[src/rtl/cpu_pkg.sv]
// Shared CPU core definitions: ALU operation codes, base opcodes, forwarding
// select encodings, operand-select enums and the decoded-control payload.
// Used by the ID/EX stage, its decoder and the ALU.
package cpu_pkg;

  localparam int unsigned NB_ALU_OP = 4;
  localparam int unsigned NB_OPCODE = 7;
  localparam int unsigned NB_FUNCT3 = 3;
  localparam int unsigned NB_FWD    = 2;

  typedef enum logic [NB_ALU_OP-1:0] {
    ALU_ADD  = 4'd0,
    ALU_SUB  = 4'd1,
    ALU_SLL  = 4'd2,
    ALU_SLT  = 4'd3,
    ALU_SLTU = 4'd4,
    ALU_XOR  = 4'd5,
    ALU_SRL  = 4'd6,
    ALU_SRA  = 4'd7,
    ALU_OR   = 4'd8,
    ALU_AND  = 4'd9
  } alu_op_e;

  localparam logic [NB_OPCODE-1:0] OPC_OP     = 7'b0110011;
  localparam logic [NB_OPCODE-1:0] OPC_OP_IMM = 7'b0010011;
  localparam logic [NB_OPCODE-1:0] OPC_LOAD   = 7'b0000011;
  localparam logic [NB_OPCODE-1:0] OPC_STORE  = 7'b0100011;
  localparam logic [NB_OPCODE-1:0] OPC_LUI    = 7'b0110111;
  localparam logic [NB_OPCODE-1:0] OPC_AUIPC  = 7'b0010111;
  localparam logic [NB_OPCODE-1:0] OPC_JAL    = 7'b1101111;
  localparam logic [NB_OPCODE-1:0] OPC_JALR   = 7'b1100111;
  localparam logic [NB_OPCODE-1:0] OPC_BRANCH = 7'b1100011;

  // Forwarding select; 0 and 3 both mean "use the register file value".
  localparam logic [NB_FWD-1:0] FWD_NONE   = 2'd0;
  localparam logic [NB_FWD-1:0] FWD_EX_MEM = 2'd1;
  localparam logic [NB_FWD-1:0] FWD_MEM_WB = 2'd2;
  localparam logic [NB_FWD-1:0] FWD_NONE2  = 2'd3;

  // Encoding 0 of both selects must pick the (cleared) register operand so
  // that a reset/flushed stage drives zero operands.
  typedef enum logic [1:0] {A_RS1 = 2'd0, A_PC = 2'd1, A_ZERO = 2'd2} op_a_sel_e;
  typedef enum logic [1:0] {B_RS2 = 2'd0, B_IMM = 2'd1, B_FOUR = 2'd2} op_b_sel_e;

  typedef struct packed {
    alu_op_e   alu_op;
    op_a_sel_e a_sel;
    op_b_sel_e b_sel;
    logic      reg_write;
    logic      illegal;
  } dec_t;

  // Register/immediate arithmetic mapping; alt selects SUB/SRA.
  function automatic alu_op_e arith_op(input logic [NB_FUNCT3-1:0] funct3,
                                       input logic alt);
    alu_op_e op;
    op = ALU_ADD;
    case (funct3)
      3'b000: op = alt ? ALU_SUB : ALU_ADD;
      3'b001: op = ALU_SLL;
      3'b010: op = ALU_SLT;
      3'b011: op = ALU_SLTU;
      3'b100: op = ALU_XOR;
      3'b101: op = alt ? ALU_SRA : ALU_SRL;
      3'b110: op = ALU_OR;
      3'b111: op = ALU_AND;
      default: op = ALU_ADD;
    endcase
    return op;
  endfunction

endpackage

[src/rtl/alu_op_decoder.sv]
// Combinational decode of opcode/funct3/funct7[5] into ALU operation,
// operand-A/B selects, register-write enable and illegal-opcode flag.
// Ports: opcode, funct3, funct7_b5 in; dec (dec_t payload) out.
module alu_op_decoder
  import cpu_pkg::*;
(
  input  logic [NB_OPCODE-1:0] opcode,
  input  logic [NB_FUNCT3-1:0] funct3,
  input  logic                 funct7_b5,
  output dec_t                 dec
);

  always_comb begin
    dec.alu_op    = ALU_ADD;
    dec.a_sel     = A_RS1;
    dec.b_sel     = B_RS2;
    dec.reg_write = 1'b0;
    dec.illegal   = 1'b0;
    case (opcode)
      OPC_OP: begin
        dec.alu_op    = arith_op(funct3, funct7_b5);
        dec.reg_write = 1'b1;
      end
      OPC_OP_IMM: begin
        // funct7[5] is immediate data for ADDI, so only shifts honour it.
        dec.alu_op    = arith_op(funct3, funct7_b5 && (funct3 == 3'b101));
        dec.b_sel     = B_IMM;
        dec.reg_write = 1'b1;
      end
      OPC_LOAD: begin
        dec.b_sel     = B_IMM;
        dec.reg_write = 1'b1;
      end
      OPC_STORE: begin
        dec.b_sel     = B_IMM;
      end
      OPC_LUI: begin
        dec.a_sel     = A_ZERO;
        dec.b_sel     = B_IMM;
        dec.reg_write = 1'b1;
      end
      OPC_AUIPC: begin
        dec.a_sel     = A_PC;
        dec.b_sel     = B_IMM;
        dec.reg_write = 1'b1;
      end
      OPC_JAL, OPC_JALR: begin
        dec.a_sel     = A_PC;
        dec.b_sel     = B_FOUR;
        dec.reg_write = 1'b1;
      end
      OPC_BRANCH: begin
        // Equality via zero flag of SUB; ordering via set-less-than.
        case (funct3[2:1])
          2'b00:   dec.alu_op = ALU_SUB;
          2'b10:   dec.alu_op = ALU_SLT;
          2'b11:   dec.alu_op = ALU_SLTU;
          default: dec.alu_op = ALU_ADD;
        endcase
      end
      default: dec.illegal = 1'b1;
    endcase
  end

endmodule

[src/rtl/id_ex_stage.sv]
// ID/EX pipeline register ahead of the ALU. Registers decoded control and
// operands, then forwards and selects the two ALU operands combinationally.
// Inputs: i_clk, i_rst_n (sync, active-low), i_valid, i_stall, i_flush,
//   instruction fields, i_pc, i_rs1_data/i_rs2_data, i_imm, i_rd_addr,
//   forwarding selects and data.
// Outputs: o_data1/o_data2 ALU operands, o_alu_op, o_store_data, o_pc,
//   o_rd_addr, o_reg_write, o_valid, o_illegal.
// Build option: define ID_EX_FWD_EN to enable EX/MEM and MEM/WB forwarding.
module id_ex_stage
  import cpu_pkg::*;
#(
  parameter int unsigned NB_DATA = 32,
  parameter int unsigned NB_REG  = 5
) (
  input  logic                 i_clk,
  input  logic                 i_rst_n,
  input  logic                 i_valid,
  input  logic                 i_stall,
  input  logic                 i_flush,
  input  logic [NB_OPCODE-1:0] i_opcode,
  input  logic [NB_FUNCT3-1:0] i_funct3,
  input  logic                 i_funct7_b5,
  input  logic [NB_DATA-1:0]   i_pc,
  input  logic [NB_DATA-1:0]   i_rs1_data,
  input  logic [NB_DATA-1:0]   i_rs2_data,
  input  logic [NB_DATA-1:0]   i_imm,
  input  logic [NB_REG-1:0]    i_rd_addr,
  input  logic [NB_FWD-1:0]    i_fwd_a_sel,
  input  logic [NB_FWD-1:0]    i_fwd_b_sel,
  input  logic [NB_DATA-1:0]   i_ex_mem_data,
  input  logic [NB_DATA-1:0]   i_mem_wb_data,
  output logic [NB_DATA-1:0]   o_data1,
  output logic [NB_DATA-1:0]   o_data2,
  output logic [NB_ALU_OP-1:0] o_alu_op,
  output logic [NB_DATA-1:0]   o_store_data,
  output logic [NB_DATA-1:0]   o_pc,
  output logic [NB_REG-1:0]    o_rd_addr,
  output logic                 o_reg_write,
  output logic                 o_valid,
  output logic                 o_illegal
);

  dec_t                dec;
  dec_t                dec_q;
  logic                valid_q;
  logic [NB_DATA-1:0]  pc_q;
  logic [NB_DATA-1:0]  rs1_q;
  logic [NB_DATA-1:0]  rs2_q;
  logic [NB_DATA-1:0]  imm_q;
  logic [NB_REG-1:0]   rd_q;
  logic [NB_DATA-1:0]  rs1_fwd;
  logic [NB_DATA-1:0]  rs2_fwd;

  alu_op_decoder u_dec (
    .opcode    (i_opcode),
    .funct3    (i_funct3),
    .funct7_b5 (i_funct7_b5),
    .dec       (dec)
  );

  // Stage register: reset and flush both clear, stall holds.
  always_ff @(posedge i_clk) begin
    if (!i_rst_n || i_flush) begin
      dec_q   <= '0;
      valid_q <= 1'b0;
      pc_q    <= '0;
      rs1_q   <= '0;
      rs2_q   <= '0;
      imm_q   <= '0;
      rd_q    <= '0;
    end else if (!i_stall) begin
      dec_q.alu_op    <= dec.alu_op;
      dec_q.a_sel     <= dec.a_sel;
      dec_q.b_sel     <= dec.b_sel;
      dec_q.reg_write <= dec.reg_write & i_valid;
      dec_q.illegal   <= dec.illegal & i_valid;
      valid_q         <= i_valid;
      pc_q            <= i_pc;
      rs1_q           <= i_rs1_data;
      rs2_q           <= i_rs2_data;
      imm_q           <= i_imm;
      rd_q            <= i_rd_addr;
    end
  end

`ifdef ID_EX_FWD_EN
  // Forwarding on the held register values; live in the same cycle.
  always_comb begin
    rs1_fwd = rs1_q;
    rs2_fwd = rs2_q;
    case (i_fwd_a_sel)
      FWD_EX_MEM: rs1_fwd = i_ex_mem_data;
      FWD_MEM_WB: rs1_fwd = i_mem_wb_data;
      default:    rs1_fwd = rs1_q;
    endcase
    case (i_fwd_b_sel)
      FWD_EX_MEM: rs2_fwd = i_ex_mem_data;
      FWD_MEM_WB: rs2_fwd = i_mem_wb_data;
      default:    rs2_fwd = rs2_q;
    endcase
  end
`else
  // Forwarding ports are kept for a uniform interface but have no effect.
  logic unused_fwd;
  assign unused_fwd = ^{i_fwd_a_sel, i_fwd_b_sel, i_ex_mem_data, i_mem_wb_data};
  assign rs1_fwd    = rs1_q;
  assign rs2_fwd    = rs2_q;
`endif

  // Operand selection after forwarding.
  always_comb begin
    o_data1 = rs1_fwd;
    o_data2 = rs2_fwd;
    case (dec_q.a_sel)
      A_PC:    o_data1 = pc_q;
      A_ZERO:  o_data1 = '0;
      default: o_data1 = rs1_fwd;
    endcase
    case (dec_q.b_sel)
      B_IMM:   o_data2 = imm_q;
      B_FOUR:  o_data2 = NB_DATA'(4);
      default: o_data2 = rs2_fwd;
    endcase
  end

  assign o_alu_op     = dec_q.alu_op;
  assign o_store_data = rs2_fwd;
  assign o_pc         = pc_q;
  assign o_rd_addr    = rd_q;
  assign o_reg_write  = dec_q.reg_write;
  assign o_valid      = valid_q;
  assign o_illegal    = dec_q.illegal;

endmodule
[config.mk]
export PLATFORM = sky130hd
export DESIGN_NAME = id_ex_stage
export DESIGN_NICKNAME = d
export VERILOG_FILES = /design/src/rtl/cpu_pkg.sv /design/src/rtl/alu_op_decoder.sv /design/src/rtl/id_ex_stage.sv
export SDC_FILE = /design/constraint.sdc
export NUM_CORES = 1
export LEC_CHECK = 0
export ABC_AREA = 0
export BUFFER_PORTS_ARGS = -buffer_cell sky130_fd_sc_hd__buf_2
export CAP_MARGIN = 20
export CORE_AREA = 2 2 140 142
export CTS_CLUSTER_DIAMETER = 30
export CTS_CLUSTER_SIZE = 20
export DETAILED_ROUTE_END_ITERATION = 8
export DIE_AREA = 0 0 142 144
export PLACE_DENSITY = 0.72
export SYNTH_ARGS = -nofsm -noshare
export SYNTH_HDL_FRONTEND = slang
export SYNTH_SLANG_ARGS = --single-unit
[constraint.sdc]
create_clock -name i_clk -period 3.4 [get_ports i_clk]
set_input_delay 0 -clock i_clk [delete_from_list [all_inputs] [get_ports i_clk]]
set_output_delay 0 -clock i_clk [all_outputs]
set_load 0.03 [all_outputs]
== Word level (Yosys, flattened, before mapping) ==
Cells that the tools add are included.
Storage, ports and cells
  flip-flop bits (word level): 144
  input port bits: 217
  output and inout bits: 140
  logic and storage cells: 59
Operators by class
  equality and inequality tests: 22
  multiplexer cells: 14
  bitwise gates (word level): 2
  reductions and logical operators: 10
Operator list (count)
  32-bit one-hot mux with 2 select lines: 2
  4-bit one-hot mux with 8 select lines: 2
  7-bit by 6-bit equality test with 1-bit output (second input constant): 3
  7-bit equality test (second input constant): 3
  7-bit by 5-bit equality test with 1-bit output (second input constant): 2
  3-bit equality test (second input constant): 4
  4-bit one-hot mux with 3 select lines: 1
  3-bit one-hot mux with 3 select lines: 1
  9-bit OR reduction: 1
  2-bit equality test (second input constant): 4
  2-bit one-hot mux with 2 select lines: 2
  7-bit by 2-bit equality test with 1-bit output (second input constant): 1
  7-bit OR reduction: 1
  3-bit by 2-bit equality test with 1-bit output (second input constant): 2
  1-bit two-way mux: 6
  5-bit OR reduction: 1
  2-bit by 1-bit equality test with 1-bit output (second input constant): 2
  3-bit by 1-bit equality test with 1-bit output (second input constant): 1
  3-bit logical NOT: 1
  3-bit OR reduction: 1
  1-bit AND: 2
  2-bit logical NOT: 1
  2-bit OR reduction: 1
  1-bit logical AND: 1
  other kinds (2): 2

== Depth between registers and ports, before layout ==
Gate-level depths: netlist (run 1).
  depth after elaboration: 5
  mapped depth: 6
  mapped depth without buffers: 4

== Modules after synthesis ==
A second synthesis (run 1) with hierarchy kept.
Unflattened totals
  cells, all modules: 733
  area total of the unflattened synthesis: 6557.5 µm²
Modules (own cells, without submodules)
  id_ex_stage: times used 1, cells each 689, area each 6262.3 µm², sequential area each 2882.8 µm²
  alu_op_decoder: times used 1, cells each 44, area each 295.3 µm², sequential area each 0.0 µm²

== Least setup slack after synthesis (run 1) ==
Ideal clock, no wire load.
  kind: flip-flop to output port
  start point: reg dec_q[2] (netlist name)
  end point: out o_data2[11]
  arrival time: 1.709 ns
  setup slack: 1.691 ns
  cell stages (with the launch flop): 6
  cells stage by stage: dfxtp_1 -> inv_1 -> ha_1 -> clkbuf_1 -> clkbuf_1 -> o21ai_0
Between the ends
  cells in the longest elaborated chain, start to end: 2
  elaborated cells on any way between the ends: 3
  those cells by class: 2 x eq/ne; 1 x mux
RTL lines
  from (decl): RTL line id_ex_stage.sv:44  | dec_t dec_q;
  2-bit equality test / 2-bit by 1-bit equality test with 1-bit output (equally long branches): RTL line id_ex_stage.sv:119  | case (dec_q.b_sel)
  32-bit one-hot mux with 2 select lines *: RTL line id_ex_stage.sv:119
  to (decl): RTL line id_ex_stage.sv:33  | output logic [NB_DATA-1:0] o_data2,
Every way passes the cells marked *; elsewhere a longest branch is shown, timed or not.

== Final worst setup path (run 1) ==
  start point: reg dec_q[2] (netlist name)
  end point: out o_data2[19]
The elaborated chain is that of the path after synthesis.

==> results.py, run 1 <==
metrics = {
    "grt": {
        "track_usage_pct": 18.7,
        "grt_pass1_wl_um": 30600,
        "globalRoute.totalOverflow": 0,
        "grt_max_degree": 107,
        "grt_pass1_vias": 6254,
        "antenna_found_initial": 0,
    },
    "power_and_ir_drop": {
        "p_per_area_mw_per_mm2": 446,
        "swShare_pct": 25.9,
        "sequentialPowerShare_pct": 40.6,
        "p_sw_mw": 1.13,
        "power_mw": 4.37,
        "total_leakage_power_nw": 4.66,
        "power_frac_comb_pct": 14.4,
        "clock_power_share_pct": 45.0,
        "p_int_mw": 3.24,
        "irDropWorstVdd_mv": 0.305,
    },
    "yosys": {
        "synthArstFlopShare_pct": 0,
        "synth-edff-count": 0,
        "syn_avg_cell_area_um2": 8.56,
        "synth_area_leaders": "dfxtp_1 46%, mux2i_1 22%, nor2_1 8.5%",
        "yosys_warnings": 0,
        "ys_seq_area_share_pct": 46.3,
        "netlist_area_mm2": 0.00623,
        "ys_top_cells_by_count": "144 x dfxtp_1, 141 x nor2_1, 138 x mux2i_1",
        "ys.flop_type": "dfxtp_1",
        "synth_top_area_share_pct": 46.3,
        "synth.most_common_cell": "dfxtp_1",
        "yosysTopAreaCell": "dfxtp_1",
        "synth-seq-cells": 144,
        "postSynthCellCount": 728,
        "synth.distinct_cells": 36,
        "syn-num-nets": 948,
    },
    "sta": {
        "finalSetupViolations": 0,
        "maxSlewHeadroom_pct": 28.4,
        "worst_pin_slew_ns": 1.07,
        "layout_min_cycle_time_ns": 2.37,
        "hold_slack_ns": 0.0519,
        "final.period_utilization_pct": 69.8,
        "worst_slack_ns": 1.03,
        "final.setup.tns_ns": 0,
        "rsz0062_at_grt": "false",
        "hold_violations": 0,
        "maxSlewViolCount": 0,
        "skew_ns": 0,
        "fmax_mhz": 421,
    },
    "cells_and_area": {
        "area.growth.synth_to_final_pct": 57.4,
        "fillers": 1657,
        "antenna_cells": 0,
        "utilization_pct": 51.4,
        "nets": 1341,
        "drive_gt1_share_pct": 29.3,
    },
    "placed_design": {
        "hpwl_um": 11500,
        "portBuffers": 288,
        "dpl_worst_slack_ns": 1.49,
        "gp_congestion": 0.810,
    },
    "route": {
        "drtIter0Drc": 221,
        "route.detailed.wl_per_inst_um": 14.6,
        "drc": 0,
        "dr.pass1.iters": 5,
        "wl_um": 20100,
        "vias_per_cell": 4.75,
        "antenna_left": 0,
        "num_vias": 6511,
    },
    "setup_path": {
        "critPathCaptureType": "output port",
        "crit_arrival_ns": 2.37,
        "start_kind": "flop",
        "cp.required_ns": 3.40,
        "crit_path_max_fanout": 64,
        "path_class": "reg -> out",
    },
    "cts": {
        "cts.sinks": 144,
        "numCtsBuffers": 17,
        "clkLatencyLatePin_ns": 0.40,
        "tritoncts": "built",
        "cts_setup_buffers": 0,
        "clk_transition_reported_paths_ns": 0.06,
        "cts_hold_buffers": 140,
        "cts-root-buf": "clkbuf_16",
        "htreeDepth": 4,
        "clk_path_buf_depth": 2,
        "ctsResizeCount": 0,
    },
    "die": {
        "rows": 51,
        "core-area_mm2": 0.0191,
        "pin_count": 357,
        "die_h_um": 144,
        "initial_utilization_pct": 32.6,
        "fp.dieW_um": 142,
        "die-area_mm2": 0.0204,
    },
    "status": {
        "status": "complete, no violations",
    },
    "worst_hold_path": {
        "hp-class": "in -> reg",
    },
    "job": {
        "drv_cap": 0,
    },
}
## worst max-delay path, cell delays in order, from the launching register on
cell	delay [ns]
dfxtp_1	0.35
inv_1	0.05
ha_2	0.98
nand2_1	0.15
o21ai_0	0.15
buf_2	0.25
## layer usage
layer | vias up | global-route usage, % | share of wire (%)
li1 | 3203 | - | -
met1 | 2978 | 21.0 | 41
met2 | 298 | 32.4 | 48
met3 | 32 | 6.49 | 8.4
met4 | 0 | 8.11 | 2.3
met5 | - | 0 | 0
## area by class of cell
type                       count  area [µm²]  share of cell area (%)
clock buffer                  19         443                    4.52
clock inverter                13         178                    1.81
inverter                       4        15.0                   0.153
multi-input combinational    521        3080                    31.4
sequential                   144        2880                    29.4
tap                          238         298                    3.04
timing repair buffer         433        2910                    29.7
## cells in the final DEF, fill, tap and decap left out, types with 2 or more instances in the layout
| cell type | n |
|---|---|
| dfxtp_1 | 144 |
| clkbuf_8 | 2 |
| buf_4 | 3 |
| mux2i_1 | 138 |
| bufinv_16 | 3 |
| nand3b_1 | 3 |
| a32oi_1 | 2 |
| buf_12 | 2 |
| inv_6 | 3 |
| nand3_1 | 2 |
| ha_2 | 2 |
| nor2_1 | 141 |
| inv_1 | 4 |
| o21ai_0 | 65 |
| dlygate4sd3_1 | 140 |
| nand2_1 | 134 |
| nand2b_1 | 3 |
| a21oi_1 | 7 |
| nor2b_1 | 3 |
| a31oi_1 | 2 |
| clkbuf_16 | 17 |
| buf_2 | 287 |
| clkinv_4 | 4 |
| clkinvlp_4 | 2 |
## worst paths after layout
kind | slack (ns) | depth (start not counted) | start | end
worst max-delay path | 1.03 | 5 | dec_q[2] | o_data2[19]
worst min register to register | 0.48 | 2 | o_alu_op[0] | o_alu_op[0]
worst max register to register | 2.17 | 3 | o_alu_op[2] | o_alu_op[2]
worst min-delay path | 0.05 | 4 | i_opcode[2] | o_alu_op[0]
## power groups by stage
| stage | Sequential [mW] | Clock [mW] | Combinational, mW |
|---|---|---|---|
| 6_report | 1.77 | 1.97 | 0.631 |
| 2_1_floorplan | 1.86 | 0 | 0.262 |
| 4_1_cts | 1.77 | 2.02 | 0.616 |
| 3_3_place_gp | 1.81 | 0 | 0.485 |
| 5_1_grt | 1.78 | 2.09 | 0.673 |
| 3_5_place_dp | 1.81 | 0 | 0.491 |
## sequential cells by signal, summed over array words and instances (netlist names)
| name | count |
|---|---|
| o_pc | 32 |
| imm_q | 32 |
| rs1_fwd | 32 |
| o_valid | 1 |
| o_reg_write | 1 |
| o_illegal | 1 |
| o_store_data | 32 |
| o_rd_addr | 5 |
| dec_q | 4 |
| o_alu_op | 4 |
## cell families after synthesis
family | count (synthesis) | share of synthesized area [%]
xor gates and xnor gates | 1 | 0.141
and+or+nand+nor | 297 | 19.1
AOI/OAI and AO/OA | 82 | 7.17
adders and majority gates | 3 | 0.603
buffers and inverters | 63 | 4.54
muxes | 138 | 22.2
DFF | 144 | 46.3
## stage by stage
step                instances  area (µm²)
floorplan                 728        6230
global placement         1200        7780
detailed placement       1200        7780
CTS                      1372        9810
global route             1372        9810
finish                   1372        9810
Note: power is estimated with default switching activity, not from simulation.
==> run 2: changes to the inputs <==
ABC_AREA = 1   (was 0)
CORE_AREA = 2 2 138 140   (was 2 2 140 142)
DIE_AREA = 0 0 140 142   (was 0 0 142 144)
PLACE_DENSITY = 0.74   (was 0.72)
clock period = 2.4 ns   (was 3.4 ns; I/O delays follow)
==> run 2 against run 1 <==
Compared with the run above:
- the run now ends with design-rule violations left
- worst hold slack worse by 0.019 ns
- clock power grew 44%
- die area shrank 2.8%
- sequential power is 42% higher
- total power increased by 43%
- clock skew unchanged
- core utilization up 1.6 points
- cell count up 12%
- final area down 0.34%
- combinational power increased by 45%
- critical path type unchanged
- highest routed layer unchanged
==> results.py, run 2 <==
metrics = {
    "setup_path": {
        "cp_common_cell": "nand2_1",
        "path_class": "reg -> out",
        "critPathCaptureType": "output port",
        "slowest_delay_ns": 0.44,
        "crit_arrival_ns": 2.02,
        "cp.required_ns": 2.40,
        "crit_slowest_cell": "ha_1",
        "rr_worst_depth": 5,
        "crit_chain": "inv_1 -> ha_1 -> buf_4 -> nand2_1 -> nand2_1 -> buf_2",
        "start_kind": "flop",
        "crit_path_max_fanout": 27,
    },
    "yosys": {
        "synth_top_area_share_pct": 46.2,
        "yosys_warnings": 0,
        "synth.distinct_cells": 28,
        "postSynthCellCount": 908,
        "synthArstFlopShare_pct": 0,
        "yosysTopAreaCell": "dfxtp_1",
        "syn_avg_cell_area_um2": 6.87,
        "syn-num-nets": 1128,
        "netlist_area_mm2": 0.00624,
        "ys.flop_type": "dfxtp_1",
        "ys_top_cells_by_count": "415 x nand2_1, 144 x dfxtp_1, 141 x a21oi_1",
        "synth.most_common_cell": "nand2_1",
        "ys_seq_area_share_pct": 46.2,
        "synth-edff-count": 0,
        "synth-seq-cells": 144,
        "synth_area_leaders": "dfxtp_1 46%, nand2_1 25%, a21oi_1 11%",
    },
    "placed_design": {
        "hpwl_um": 12600,
        "gp_congestion": 0.802,
        "dp.cells": 1373,
        "portBuffers": 288,
    },
    "cts": {
        "cts-root-buf": "clkbuf_16",
        "tritoncts": "built",
        "clk_path_buf_depth": 2,
        "numCtsBuffers": 17,
        "cts.sinks": 144,
        "clk_transition_reported_paths_ns": 0.06,
        "htreeDepth": 4,
        "clkLatencyLatePin_ns": 0.40,
        "cts_setup_buffers": 0,
    },
    "cells_and_area": {
        "final_cell_mix": "415 x nand2_1, 287 x buf_2, 144 x dfxtp_1",
        "nets": 1516,
        "area.growth.synth_to_final_pct": 56.6,
        "layout_commonest_cell": "nand2_1",
        "antenna_cells": 0,
        "multi_input_area_mm2": 0.00291,
        "final_cells": 1542,
        "fillers": 1663,
        "utilization_pct": 52.9,
        "drive_gt1_share_pct": 27.0,
        "seq_area_mm2": 0.00288,
    },
    "route": {
        "route.detailed.wl_per_inst_um": 13.8,
        "wl_um": 21300,
        "vias_per_cell": 4.85,
        "drc": 25,
        "drtIter0Drc": 415,
        "antenna_left": 0,
        "num_vias": 7472,
        "dr.pass1.iters": 9,
    },
    "grt": {
        "antenna_found_initial": 0,
        "grt_pass1_vias": 7045,
        "grt_max_degree": 82,
        "grt_pass1_wl_um": 34200,
        "globalRoute.totalOverflow": 0,
        "track_usage_pct": 20.7,
    },
    "die": {
        "initial_utilization_pct": 33.8,
        "rows": 50,
        "core-area_mm2": 0.0185,
        "pin_count": 357,
        "die_h_um": 142,
        "die-area_mm2": 0.0199,
        "fp.dieW_um": 140,
    },
    "sta": {
        "final.period_utilization_pct": 84.1,
        "hold_slack_ns": 0.0326,
        "layout_min_cycle_time_ns": 2.02,
        "final.setup.tns_ns": 0,
        "maxSlewHeadroom_pct": 60.1,
        "rsz0062_at_grt": "false",
        "fmax_mhz": 496,
        "hold_violations": 0,
        "skew_ns": 0,
        "worst_pin_slew_ns": 0.598,
        "maxSlewViolCount": 0,
        "finalSetupViolations": 0,
    },
    "power_and_ir_drop": {
        "p_per_area_mw_per_mm2": 640,
        "irDropWorstVdd_mv": 0.498,
        "total_leakage_power_nw": 4.77,
    },
    "status": {
        "status": "finished with violations",
        "failed_checks": "design-rule violations",
    },
    "worst_hold_path": {
        "hp-class": "in -> reg",
        "holdPathStages": 5,
    },
    "job": {
        "drv_cap": 0,
    },
}
[run 2: cell count changes in the layout (fill, tap and decap cells not counted), moves of 7 or more]
cell     change
a21oi_1    +134
buf_4        +7
inv_1       +11
mux2i_1    -138
nand2_1    +281
nand3_1     +69
nor2_1     -128
o21ai_0     -60
[run 2: final timing paths]
kind | endpoint | slack, ns | from
worst min register to register | rs1_fwd[25] | 0.46 | rs1_fwd[25]
worst max-delay path | o_data1[17] | 0.38 | dec_q[5]
worst min-delay path | dec_q[5] | 0.03 | i_opcode[5]
worst max register to register | o_alu_op[1] | 1.21 | o_alu_op[1]
[run 2: critical path, delay by kind of cell (launching register included)]
| family | cells | cell delay (ns) |
|---|---|---|
| simple gates | 2 | 0.21 |
| fa+ha+maj | 1 | 0.44 |
| flops | 1 | 0.33 |
| buf+inv | 3 | 0.62 |
[run 2: report_power, final]
| part | leakage, nW | internal (mW) | switching (mW) | total [mW] |
|---|---|---|---|---|
| sequential | 1.17 | 2.46 | 0.0464 | 2.51 |
| combinational | 3.30 | 0.387 | 0.529 | 0.916 |
| clock | 0.296 | 1.77 | 1.05 | 2.83 |
| total | 4.77 | 4.63 | 1.63 | 6.25 |
[run 2: final cells by class]
| type | instances | share of cell area [%] |
|---|---|---|
| Sequential cell | 144 | 29.5 |
| Timing Repair Buffer | 439 | 30.4 |
| Clock inverter | 12 | 1.87 |
| Multi-Input combinational cell | 673 | 29.8 |
| Tap cell | 234 | 3.00 |
| Clock buffer | 19 | 4.53 |
| Inverter | 21 | 0.858 |
[run 2: per-stage QoR]
stage,worst slack (ns),area (µm²),total power [mW]
after global routing,0.249,9770,6.52
after CTS,0.321,9770,6.31
final,0.383,9770,6.25
after detailed placement,0.772,7760,3.29
after floorplan,0.906,6240,3.01
after global placement,0.781,7760,3.28
[run 2: cell families after synthesis]
group / after synthesis / synth area share (%)
simple gates: 516 / 33.4
compound gates: 154 / 12.7
flops: 144 / 46.2
buf+inv: 91 / 7.10
fa+ha+maj: 3 / 0.602
[run 2: what timing repair did]
item / 4_1_cts / 5_1_grt
resized for setup: 0 / 0
hold buffers: 138 / 0
hold endpoints to repair: 142 / 0
[run 2: layer usage]
layer | vias to the layer above | part of all wire [%] | track usage (%)
li1 | 3681 | - | -
met3 | 25 | 9.4 | 5.85
met5 | - | 0 | 0
met4 | 0 | 1.5 | 6.49
met1 | 3363 | 41 | 25.4
met2 | 403 | 48 | 35.5
